`config.mk`:
```
export PLATFORM = sky130hd
export DESIGN_NAME = datapath_sequencer
export DESIGN_NICKNAME = d
export VERILOG_FILES = /design/src/rtl/cpu_pkg.sv /design/src/rtl/instr_decoder.sv /design/src/rtl/datapath_sequencer.sv
export SDC_FILE = /design/constraint.sdc
export NUM_CORES = 1
export LEC_CHECK = 0
export CAP_MARGIN = 20
export CELL_PAD_IN_SITES_DETAIL_PLACEMENT = 1
export CELL_PAD_IN_SITES_GLOBAL_PLACEMENT = 1
export CORE_MARGIN = 8
export CORE_UTILIZATION = 30
export CTS_CLUSTER_SIZE = 10
export DETAILED_ROUTE_END_ITERATION = 8
export PLACE_DENSITY_LB_ADDON = 0.1
export SYNTH_ARGS = -nofsm -noshare
export SYNTH_HDL_FRONTEND = slang
export SYNTH_SLANG_ARGS = --single-unit
```
`constraint.sdc`:
```
create_clock -name clk -period 2.28 [get_ports clk]
set_input_delay 0.342 -clock clk [delete_from_list [all_inputs] [get_ports clk]]
set_output_delay 0.342 -clock clk [all_outputs]
set_load 0.05 [all_outputs]
```
`src/rtl/cpu_pkg.sv`:
```
// Shared types for the datapath sequencer: FSM states, opcode fields, ALU ops.
// Imported by instr_decoder and datapath_sequencer.
package cpu_pkg;

    typedef enum logic [2:0] {
        IDLE,
        FETCH,
        DECODE,
        EXECUTE,
        HALT
    } state_t;

    typedef enum logic [3:0] {
        ALU_ADD  = 4'h0,
        ALU_SUB  = 4'h1,
        ALU_AND  = 4'h2,
        ALU_OR   = 4'h3,
        ALU_XOR  = 4'h4,
        ALU_PASS = 4'h5
    } alu_op_t;

    // op field values; register ops reuse them as opext
    localparam logic [3:0] OP_REG  = 4'h0;
    localparam logic [3:0] OP_AND  = 4'h1;
    localparam logic [3:0] OP_OR   = 4'h2;
    localparam logic [3:0] OP_XOR  = 4'h3;
    localparam logic [3:0] OP_ADD  = 4'h5;
    localparam logic [3:0] OP_SUB  = 4'h9;
    localparam logic [3:0] OP_CMP  = 4'hB;
    localparam logic [3:0] OP_MOV  = 4'hD;
    localparam logic [3:0] OP_LUI  = 4'hF;
    localparam logic [3:0] EXT_NOP = 4'h0;

endpackage

```
`src/rtl/instr_decoder.sv`:
```
// Combinational instruction decoder: IR -> mux selects, ALU op, immediate,
// write classes and illegal flag. The all-zero WAIT word decodes as legal.
module instr_decoder
    import cpu_pkg::*;
(
    input  logic [15:0] ir,
    output logic [3:0]  sel_a,
    output logic [3:0]  sel_b,
    output alu_op_t     alu_op,
    output logic        use_imm,
    output logic [15:0] imm,
    output logic        writes_reg,
    output logic        writes_flags,
    output logic        illegal
);

    logic [3:0] op;
    logic [3:0] ext;
    logic [7:0] imm8;

    assign op   = ir[15:12];
    assign ext  = ir[7:4];
    assign imm8 = ir[7:0];

    always_comb begin
        sel_a        = ir[11:8];
        sel_b        = ir[3:0];
        alu_op       = ALU_PASS;
        use_imm      = 1'b0;
        imm          = 16'h0000;
        writes_reg   = 1'b0;
        writes_flags = 1'b0;
        illegal      = 1'b0;
        if (op == OP_REG) begin
            case (ext)
                OP_ADD: begin
                    alu_op = ALU_ADD; writes_reg = 1'b1; writes_flags = 1'b1;
                end
                OP_SUB: begin
                    alu_op = ALU_SUB; writes_reg = 1'b1; writes_flags = 1'b1;
                end
                OP_CMP: begin
                    alu_op = ALU_SUB; writes_flags = 1'b1;
                end
                OP_AND: begin alu_op = ALU_AND;  writes_reg = 1'b1; end
                OP_OR:  begin alu_op = ALU_OR;   writes_reg = 1'b1; end
                OP_XOR: begin alu_op = ALU_XOR;  writes_reg = 1'b1; end
                OP_MOV: begin alu_op = ALU_PASS; writes_reg = 1'b1; end
                // opext 0000 is WAIT only when the whole word is zero
                EXT_NOP: illegal = (ir != 16'h0000);
                default: illegal = 1'b1;
            endcase
        end else begin
            use_imm    = 1'b1;
            writes_reg = 1'b1;
            case (op)
                OP_ADD: begin
                    alu_op = ALU_ADD; imm = {{8{imm8[7]}}, imm8};
                    writes_flags = 1'b1;
                end
                OP_SUB: begin
                    alu_op = ALU_SUB; imm = {{8{imm8[7]}}, imm8};
                    writes_flags = 1'b1;
                end
                OP_CMP: begin
                    alu_op = ALU_SUB; imm = {{8{imm8[7]}}, imm8};
                    writes_flags = 1'b1; writes_reg = 1'b0;
                end
                OP_AND: begin alu_op = ALU_AND;  imm = {8'h00, imm8}; end
                OP_OR:  begin alu_op = ALU_OR;   imm = {8'h00, imm8}; end
                OP_XOR: begin alu_op = ALU_XOR;  imm = {8'h00, imm8}; end
                OP_MOV: begin alu_op = ALU_PASS; imm = {8'h00, imm8}; end
                OP_LUI: begin alu_op = ALU_PASS; imm = {imm8, 8'h00}; end
                default: begin
                    illegal    = 1'b1;
                    use_imm    = 1'b0;
                    writes_reg = 1'b0;
                end
            endcase
        end
    end

endmodule

```
`src/rtl/datapath_sequencer.sv`:
```
// Multi-cycle fetch/decode/execute control FSM for the 16-bit regfile/ALU
// datapath. Ports: clk/reset, start, mem_rdata/mem_ready in; mem_req, pc,
// sel_a/sel_b, use_imm, imm, alu_op, reg_wen, flag_wen, halted, illegal out.
module datapath_sequencer
    import cpu_pkg::*;
#(
    parameter int                   PC_WIDTH = 16,
    parameter logic [PC_WIDTH-1:0]  PC_RESET = '0
) (
    input  logic                clk,
    input  logic                reset,
    input  logic                start,
    input  logic [15:0]         mem_rdata,
    input  logic                mem_ready,
    output logic                mem_req,
    output logic [PC_WIDTH-1:0] pc,
    output logic [3:0]          sel_a,
    output logic [3:0]          sel_b,
    output logic                use_imm,
    output logic [15:0]         imm,
    output logic [3:0]          alu_op,
    output logic [15:0]         reg_wen,
    output logic                flag_wen,
    output logic                halted,
    output logic                illegal
);

    state_t      state;
    logic [15:0] ir;
    logic [15:0] dec_in;
    logic [3:0]  d_sel_a;
    logic [3:0]  d_sel_b;
    alu_op_t     d_alu_op;
    logic        d_use_imm;
    logic [15:0] d_imm;
    logic        d_writes_reg;
    logic        d_writes_flags;
    logic        d_illegal;

    // In FETCH the incoming word is decoded so the operand fields are
    // registered on the same edge as IR and are valid throughout DECODE.
    assign dec_in = (state == FETCH) ? mem_rdata : ir;

    instr_decoder u_dec (
        .ir           (dec_in),
        .sel_a        (d_sel_a),
        .sel_b        (d_sel_b),
        .alu_op       (d_alu_op),
        .use_imm      (d_use_imm),
        .imm          (d_imm),
        .writes_reg   (d_writes_reg),
        .writes_flags (d_writes_flags),
        .illegal      (d_illegal)
    );

    always_ff @(posedge clk) begin
        if (reset) begin
            state    <= IDLE;
            pc       <= PC_RESET;
            ir       <= 16'h0000;
            mem_req  <= 1'b0;
            sel_a    <= 4'h0;
            sel_b    <= 4'h0;
            use_imm  <= 1'b0;
            imm      <= 16'h0000;
            alu_op   <= ALU_PASS;
            reg_wen  <= 16'h0000;
            flag_wen <= 1'b0;
            halted   <= 1'b0;
            illegal  <= 1'b0;
        end else begin
            reg_wen  <= 16'h0000;
            flag_wen <= 1'b0;
            case (state)
                IDLE: begin
                    if (start) begin
                        state   <= FETCH;
                        mem_req <= 1'b1;
                    end
                end
                FETCH: begin
                    if (mem_ready) begin
                        ir      <= mem_rdata;
                        mem_req <= 1'b0;
                        sel_a   <= d_sel_a;
                        sel_b   <= d_sel_b;
                        use_imm <= d_use_imm;
                        imm     <= d_imm;
                        alu_op  <= d_alu_op;
                        state   <= DECODE;
                    end
                end
                DECODE: begin
                    if (ir == 16'h0000) begin
                        state  <= HALT;
                        halted <= 1'b1;
                    end else if (d_illegal) begin
                        state   <= HALT;
                        halted  <= 1'b1;
                        illegal <= 1'b1;
                    end else begin
                        state    <= EXECUTE;
                        reg_wen  <= d_writes_reg ?
                                    (16'h0001 << ir[11:8]) : 16'h0000;
                        flag_wen <= d_writes_flags;
                    end
                end
                EXECUTE: begin
                    pc      <= pc + PC_WIDTH'(1);
                    mem_req <= 1'b1;
                    state   <= FETCH;
                end
                HALT: begin
                    state <= HALT;
                end
                default: state <= IDLE;
            endcase
        end
    end

endmodule

```
# Word level (Yosys, flattened, before mapping)
# Index checks and enable logic that the tools add are counted.
# W data, S select, Z words.
# totals
output_inout_bits	65
in_bits	20
reg_bits	84
# op_classes
n_addsub	1
n_mux	27
n_eq_ne	21
n_reduce_logical	23
bitwise	3
shift	1
# op_table
op	n
$pmux W16 S3	1
$pmux W3 S5	3
$mux W16	2
$eq A4 B4 Y1 const B	7
$add A16 B1 Y16 const B	1
$eq A4 B2 Y1 const B	4
$logic_not A16 Y1	1
$reduce_bool A16 Y1	1
$shl A1 B4 Y16 const A	1
$mux W1	14
$reduce_or A7 Y1	2
$mux W3	4
$eq A4 B1 Y1 const B	2
$eq A4 B3 Y1 const B	2
$logic_not A4 Y1	2
$reduce_or A4 Y1	2
$reduce_or A8 Y1	1
$eq A3 B2 Y1 const B	2
$reduce_and A2 Y1	3
$reduce_and A3 Y1	2
$reduce_or A3 Y1	2
$reduce_or A6 Y1	1
$reduce_or A5 Y1	1
$mux W4	1
10 further kinds	14

# Logic depth before layout (Yosys ltp)
# Gate-level depths: netlist of run 1.
# depth
word_depth	9
ltp_mapped	8
depth_no_buf	5

# Cells and area by module
# From an unflattened synthesis of run 1, not the netlist that was laid out.
# hier_totals
cells_unflattened	468
hier_area_um2	3897.5
# modules_own_cells
mod	seq_area_each_um2	area_per_inst_um2	n_inst	cells_each
datapath_sequencer	1681.6	3355.7	1	387
instr_decoder	0.0	541.8	1	81

# Worst setup path after synthesis of run 1
# No wires, ideal clock.
# synth_path
kind	register to register
startpoint	register state[1]
endpoint	register state[0]
path_stages_with_launch	7
arrival_ns	1.757
n_path_buf	1
setup_slack_ns	0.387
cell_sequence	dfxtp_1 > nor3b_4 > mux2i_1 > a31oi_2 > a31oi_4 > buf_6 > a211oi_2
# synth_between
elab_chain_cells	9
elab_cells_between_ends	35
cone_classes	eq/ne: 21; mux: 7; reduce/logical: 7
# synth_lines
element	line_no	text
start, declared	datapath_sequencer.sv:28	state_t state;
start signal, assigned	datapath_sequencer.sv:58	state <= IDLE;
start signal, assigned	datapath_sequencer.sv:77	state <= FETCH;
start signal, assigned	datapath_sequencer.sv:90	state <= DECODE;
$eq A3 B1 Y1	datapath_sequencer.sv:42, datapath_sequencer.sv:74	
$mux W16	datapath_sequencer.sv:42	assign dec_in = (state == FETCH) ? mem_rdata : ir;
$eq A4 B3 Y1, or another cell as far along	instr_decoder.sv:35	case (ext)
$reduce_or A7 Y1 (no source line) / $reduce_or A8 Y1 (equally long branches)	--	
$pmux W1 S2 / $mux W1 (equally long branches)	instr_decoder.sv:35, instr_decoder.sv:56	
$mux W1	instr_decoder.sv:34	if (op == OP_REG) begin
$mux W3	datapath_sequencer.sv:97	end else if (d_illegal) begin
$mux W3	datapath_sequencer.sv:94	if (ir == 16'h0000) begin
$pmux W3 S5	datapath_sequencer.sv:74	case (state)
# Parallel ways exist; a longest one is shown, timed or not.
# A chain may end at the register's enable or synchronous reset.

# Worst setup path in the final report of run 1
# layout_path
startpoint	register state[0]
endpoint	register reg_wen[12]
# layout_between
elab_chain_cells	8
elab_cells_between_ends	34
cone_classes	eq/ne: 17; mux: 7; bitwise: 2; reduce/logical: 8
# layout_lines
element	line_no	text
$eq A3 B1 Y1	datapath_sequencer.sv:42	
$mux W16	datapath_sequencer.sv:42	
$eq A4 B3 Y1, or another cell as far along	instr_decoder.sv:56	case (op)
$reduce_or A7 Y1 (no source line) / $reduce_or A6 Y1 (equally long branches)	--	
$mux W1 (on tied branches)	instr_decoder.sv:56, instr_decoder.sv:35	
$mux W1	instr_decoder.sv:34	
$not A1 Y1 (no source line)	--	
$reduce_or A5 Y1 (no source line) *	--	
end signal, assigned	datapath_sequencer.sv:103	reg_wen <= d_writes_reg ?
end, declared	datapath_sequencer.sv:22	output logic [15:0] reg_wen,
# Mark *: on every way between the ends. The rest lies on a longest branch, timed or not.

==> results of run 1 <==
[state kept, by name, indices dropped and copies added (netlist names)]
signal / count
reg_wen: 16
state: 3
halted: 1
illegal: 1
alu_op: 3
ir: 16
mem_req: 1
use_imm: 1
imm: 16
flag_wen: 1
sel_a: 4
sel_b: 4
pc: 16
[per-layer routing]
layer	GRT usage, %	vias up	share of wire, %
li1	-	1923	-
met1	19.21	1885	48
met2	24.54	64	47
met3	3.887	12	4.1
met4	5.424	0	1.5
met5	0	-	0
[placed cells by master (no fill, tap or decap), drive strengths merged, types with 2 or more instances in the layout]
master and instances:
nand2 66, a22oi 5, nand3 12, and3 4, nand3b 4, nand4 8, clkinv 2, nor2 40
a211oi 6, o21ai 11, nor4 19, o211ai 8, nand2b 5, a21oi 38, mux2i 15, a31oi 5
a2111oi 8, nor2b 10, xor2 12, nor3b 2, clkdlybuf4s50 82, and4 3, inv 7, buf 57
nor3 22, dfxtp 83, or3 15, o21a 6, clkbuf 11, xnor2 8
[per-stage QoR]
stage,std cells,hold slack (ns),area (µm²),utilization [%],power [mW]
CTS,768,0.3420,5607,42.68,4.866
global route,768,0.3733,5652,43.02,5.136
global placement,752,0.4475,5319,40.49,3.387
floorplan,481,0.4486,4010,-,2.765
detailed placement,752,0.4501,5319,40.49,3.417
finish,768,0.3481,5652,43.02,4.862
[timing repair]
action,4_1_cts,5_1_grt
setup buffers,0,0
setup endpoints to repair,0,19
resized for setup,0,10
hold buffers,0,0
[worst max-delay path: cells and delay by family, from the launching register on]
family,cells,cell delay [ns]
compound gates,3,0.45
buf+inv,3,0.59
flops,1,0.47
simple gates,2,0.52
[kinds of logic after synthesis]
logic type	after synthesis	share of synthesized area, %
flip-flops	83	41.44
buffers and inverters	49	5.460
AO/OA/AOI/OAI	96	16.23
other	1	0.09351
AND/OR/NAND/NOR	215	28.08
multiplexers	16	4.025
XOR/XNOR	20	4.368
adder cells (fa/ha/maj)	1	0.3120
[power groups by stage]
stage | clock network [mW] | registers [mW] | logic (mW)
after global placement | 0 | 1.66 | 1.73
after detailed placement | 0 | 1.66 | 1.75
after global routing | 1.54 | 1.64 | 1.95
after floorplan | 0 | 1.77 | 0.995
after CTS | 1.47 | 1.63 | 1.76
final | 1.44 | 1.63 | 1.80
[cell usage after synthesis (10+ instances only)]
master    number  area (µm²)
nand2_1       66       247.7
nor2_1        40       150.1
mux2i_1       15       150.1
a21oi_1       38       190.2
o21ai_0       10       50.05
nand3_1       12       60.06
clkbuf_1      30       112.6
nor3_1        14       70.07
nor2b_1       10       62.56
xor2_1        12       105.1
nor4_1        17       106.4
or3_1         15       93.84
dfxtp_1       83        1662
[area by class of cell]
| type | count | area, µm² | share of cell area (%) |
|---|---|---|---|
| clock inverters | 5 | 35.03 | 0.6199 |
| multi-input cells | 349 | 2180 | 38.57 |
| flip-flops and latches | 83 | 1662 | 29.40 |
| well taps | 176 | 220.2 | 3.896 |
| clock buffers | 11 | 252.7 | 4.472 |
| repair buffers | 139 | 1284 | 22.71 |
| inverters | 5 | 18.77 | 0.3321 |
[worst paths after layout]
path | startpoint | endpoint | slack, ns
max | state[0]$_SDFFE_PP0P_ | reg_wen[12]$_SDFF_PP0_ | 0.14
min | reset | imm[5]$_SDFFE_PP0P_ | 0.35
max reg2reg | state[0]$_SDFFE_PP0P_ | reg_wen[12]$_SDFF_PP0_ | 0.14
min reg2reg | sel_b[3]$_SDFFE_PP0P_ | sel_b[3]$_SDFFE_PP0P_ | 0.46
==> flow_summary_export.csv, run 1 <==
group,metric,value,unit
min_path,hold_path_class,"input pin to flop",
clocking,clkSinkCount,83,
floorplan,fp.coreArea,13140,µm²
critical_path,worstPathCellList,"nor3b_4 -> buf_12 -> buf_4 -> a2111oi_0 -> a221oi_2 -> o21ai_2 -> buf_12 -> nor4_1",
drt,drt-pass1-iter-count,4,
critical_path,reg2regPathDepth,8,
place,port_buffers,83,
place,place.gp.congestion,0.8233,
critical_path,startpoint_type,"flop",
critical_path,crit_arrival,2.39,ns
critical_path,critPathSlowestCell,"dfxtp_1",
synthesis,synth.distinct_cells,55,
synthesis,syn_nets,502,
synthesis,seq_area_frac_synth,41.44,%
global_routing,grt_max_degree,40,
final_layout,final.fill_count,1565,
place,dp_slack,-0.2779,ns
synthesis,ys_ff_latch,83,
synthesis,synthFlopType,"dfxtp_1",
power,power_density,860.2,nW/µm²
global_routing,overflow,0,
clocking,root_buffer,"clkbuf_16",
critical_path,crit_top_cell,"buf_12",
floorplan,initial_utilization,30.52,%
place,dpl.hpwl,9814,µm
synthesis,synth_enable_flop_cells,0,
timing,finalHoldViolCount,0,
floorplan,std_cell_rows,42,
timing,setup_tns,0,ns
final_layout,diodes,0,
drt,wire_per_inst,17.14,µm
drt,vias,3884,
timing,worst_pin_slew,0.7415,ns
timing,fin_skew,0.006939,ns
clocking,htree_levels,3,
floorplan,die-area,17320,µm²
synthesis,synth_warnings,0,
synthesis,synth_cells,481,
final_layout,fin_nets,608,
power,p_int,3.068,mW
drt,postRouteAntennaNets,0,
synthesis,synth.avg_cell_area,8.337,µm²
timing,fin_crit,2.141,ns
min_path,whs_path_depth,2,
job,cap_violations,0,
timing,slew_violations,0,
power,switchingPower,1.794,mW
power,irDropWorstVdd,0.0004777,V
drt,drt-initial-drc-count,139,
final_layout,drive_gt1_share,16.89,%
outcome,outcome,"complete, no violations",
critical_path,worstSetupEndpointType,"flop",
power,sw_frac_of_total,36.90,%
critical_path,crit_fanout,15,
timing,setup_ws,0.1391,ns
drt,drt-total-wl,13160,µm
critical_path,crit_path_max_incr_delay,0.47,ns
power,seq_power_share,33.5,%
global_routing,antenna_found_initial,0,
synthesis,async_flop_share,0,%
power,power_frac_comb,36.9,%
timing,finalSetupViolCount,0,
critical_path,worstPathRequired,2.53,ns
clocking,cts_buffer_depth,2,
drt,viasPerCell,5.057,
final_layout,areaGrowthSynthToFinish,40.94,%
floorplan,ioPinCount,85,
drt,post-route-drc-count,0,
clocking,cts_made_buffers,9,
critical_path,path_class,"flop to flop",
floorplan,die_w,131.6,µm
power,p_leak,1.984,nW
timing,rsz0062_at_grt,"yes",
clocking,cts_tree,"yes",
synthesis,synth_area,4010,µm²
clocking,clk_pin_slew,0.07,ns
floorplan,die_h,131.6,µm
global_routing,grtUsageTotal,15.21,%
timing,finalCritPeriodShare,93.90,%
clocking,clk_latency,0.35,ns
timing,relSlewSlack,50.38,%
timing,fmax,467.1,MHz
global_routing,grt_pass1_vias,4013,
power,power_frac_clock,29.5,%
global_routing,grt_pass1_wl,21690,µm
Power figures use the tool's default switching activity.
==> run 2, diff against run 1 <==
clock period = 2.15 ns   (was 2.28 ns; I/O delays follow)
==> flow_summary_export.csv, run 2 (synthesis results as in run 1) <==
group,metric,value,unit
final_layout,final_util,43.64,%
floorplan,ioPinCount,85,
critical_path,crit_fanout,15,
min_path,hold_path_class,"input pin to flop",
global_routing,met3_usage,3.544,%
global_routing,use_met1,18.35,%
global_routing,grt_busiest_layer,"met2",
drt,drt-total-wl,13410,µm
critical_path,worstSetupEndpointType,"flop",
clocking,clkSinkCount,83,
drt,wire_per_inst,17.35,µm
place,dpl.hpwl,10150,µm
final_layout,mostFrequentLayoutCell,"dfxtp_1",
min_path,whs_path_depth,2,
clocking,clk_pin_slew,0.06,ns
power,p_leak,2.016,nW
outcome,outcome,"complete, no violations",
critical_path,crit_arrival,2.30,ns
clocking,cts_made_buffers,9,
timing,fin_crit,2.074,ns
power,power_frac_clock,30.1,%
timing,rsz0062_at_grt,"no",
power,power_density,914.4,nW/µm²
timing,slew_violations,0,
critical_path,startpoint_type,"input pin",
critical_path,worstPathRequired,2.38,ns
clocking,cts_setup_buffers,0,
timing,finalSetupViolCount,0,
final_layout,final.fill_count,1530,
clocking,htree_levels,3,
final_layout,final_cell_mix,"83 x dfxtp_1, 82 x clkdlybuf4s50_1, 66 x nand2_1, 57 x buf_4, 40 x nor2_1",
timing,fmax,482.2,MHz
final_layout,areaGrowthSynthToFinish,42.96,%
floorplan,die-area,17320,µm²
global_routing,grt_pass1_vias,4139,
global_routing,grtUsageTotal,15.32,%
drt,post-route-drc-count,0,
place,place.gp.congestion,0.8262,
clocking,clk_latency,0.34,ns
drt,drt-initial-drc-count,114,
timing,finalCritPeriodShare,96.47,%
clocking,cts_buffer_depth,2,
power,irDropWorstVdd,0.0003264,V
drt,drt-pass1-iter-count,4,
place,port_buffers,83,
global_routing,gr-usage-met2,26.30,%
floorplan,fp.coreArea,13140,µm²
drt,viasPerCell,5.057,
timing,worst_pin_slew,0.6733,ns
floorplan,initial_utilization,30.52,%
power,p_int,3.365,mW
drt,postRouteAntennaNets,0,
final_layout,drive_gt1_share,17.59,%
global_routing,grt_max_degree,42,
global_routing,grt_pass1_wl,21780,µm
final_layout,diodes,0,
global_routing,overflow,0,
critical_path,path_class,"input pin to flop",
floorplan,die_w,131.6,µm
critical_path,reg2regPathDepth,6,
floorplan,die_h,131.6,µm
clocking,root_buffer,"clkbuf_16",
power,fin_total_pwr,5.243,mW
power,power_frac_comb,37.3,%
power,switchingPower,1.878,mW
timing,finalHoldViolCount,0,
drt,vias,3909,
global_routing,antenna_found_initial,0,
clocking,cts_tree,"yes",
timing,fin_skew,0.007167,ns
timing,relSlewSlack,53.95,%
power,seq_power_share,32.7,%
final_layout,fin_nets,613,
power,sw_frac_of_total,35.82,%
floorplan,std_cell_rows,42,
job,cap_violations,0,
## run 2: final timing paths
check / start / to / slack [ns]
min reg2reg: mem_req$_SDFFE_PP0P_ / mem_req$_SDFFE_PP0P_ / 0.46
min: reset / state[0]$_SDFFE_PP0P_ / 0.32
max reg2reg: state[0]$_SDFFE_PP0P_ / state[2]$_SDFFE_PP0P_ / 0.11
max: mem_rdata[6] / reg_wen[14]$_SDFF_PP0_ / 0.08
## run 2: what timing repair did
item,CTS,global route
hold buffers,0,0
setup endpoints to repair,2,22
resized for setup,2,10
pin swaps,0,1
## run 2: area by class of cell
cell class / instances / area (µm²) / area share (%)
clock inverter: 5 / 60.06 / 1.048
clock buffer: 11 / 242.7 / 4.234
timing repair buffer: 144 / 1334 / 23.26
sequential: 83 / 1662 / 28.98
inverter: 5 / 18.77 / 0.3274
multi-input combinational: 349 / 2196 / 38.30
tap: 176 / 220.2 / 3.841
## run 2: power groups by stage
stage	combinational [mW]	sequential (mW)	clock, mW
4_1_cts	1.94	1.71	1.63
6_report	1.96	1.71	1.58
3_5_place_dp	1.92	1.75	0
5_1_grt	2.11	1.72	1.68
2_1_floorplan	1.06	1.88	0
3_3_place_gp	1.88	1.74	0
## run 2: worst max-delay path, cell delays in order
cell and delay, ns:
clkdlybuf4s50_1 0.57, nor2_1 0.09, a2111oi_0 0.65, a221oi_2 0.18
o21ai_2 0.12, buf_12 0.18, buf_4 0.14, nor3_2 0.04
## run 2: per-stage QoR
| stage | setup WS (ns) | cells | TNS (ns) | instance area [µm²] | hold WS (ns) |
|---|---|---|---|---|---|
| floorplan | 0.2574 | 481 | 0 | 4010 | 0.4486 |
| global placement | -0.2648 | 757 | -6.613 | 5369 | 0.4472 |
| detailed placement | -0.3898 | 757 | -7.501 | 5369 | 0.4589 |
| CTS | 0.02372 | 773 | 0 | 5687 | 0.3074 |
| global route | 0.006115 | 773 | 0 | 5733 | 0.3313 |
| finish | 0.07599 | 773 | 0 | 5733 | 0.3212 |
## run 2: layer usage
metal,up-vias,wire length (µm)
met3,9,570
met5,-,0
met4,0,123
li1,1922,-
met2,70,6669
met1,1908,6047
==> run 3, diff against run 2 <==
GPL_ROUTABILITY_DRIVEN = 1   (was not set)
==> results of run 3 <==
Final layout, timing and power as in run 2 (identical DEF).
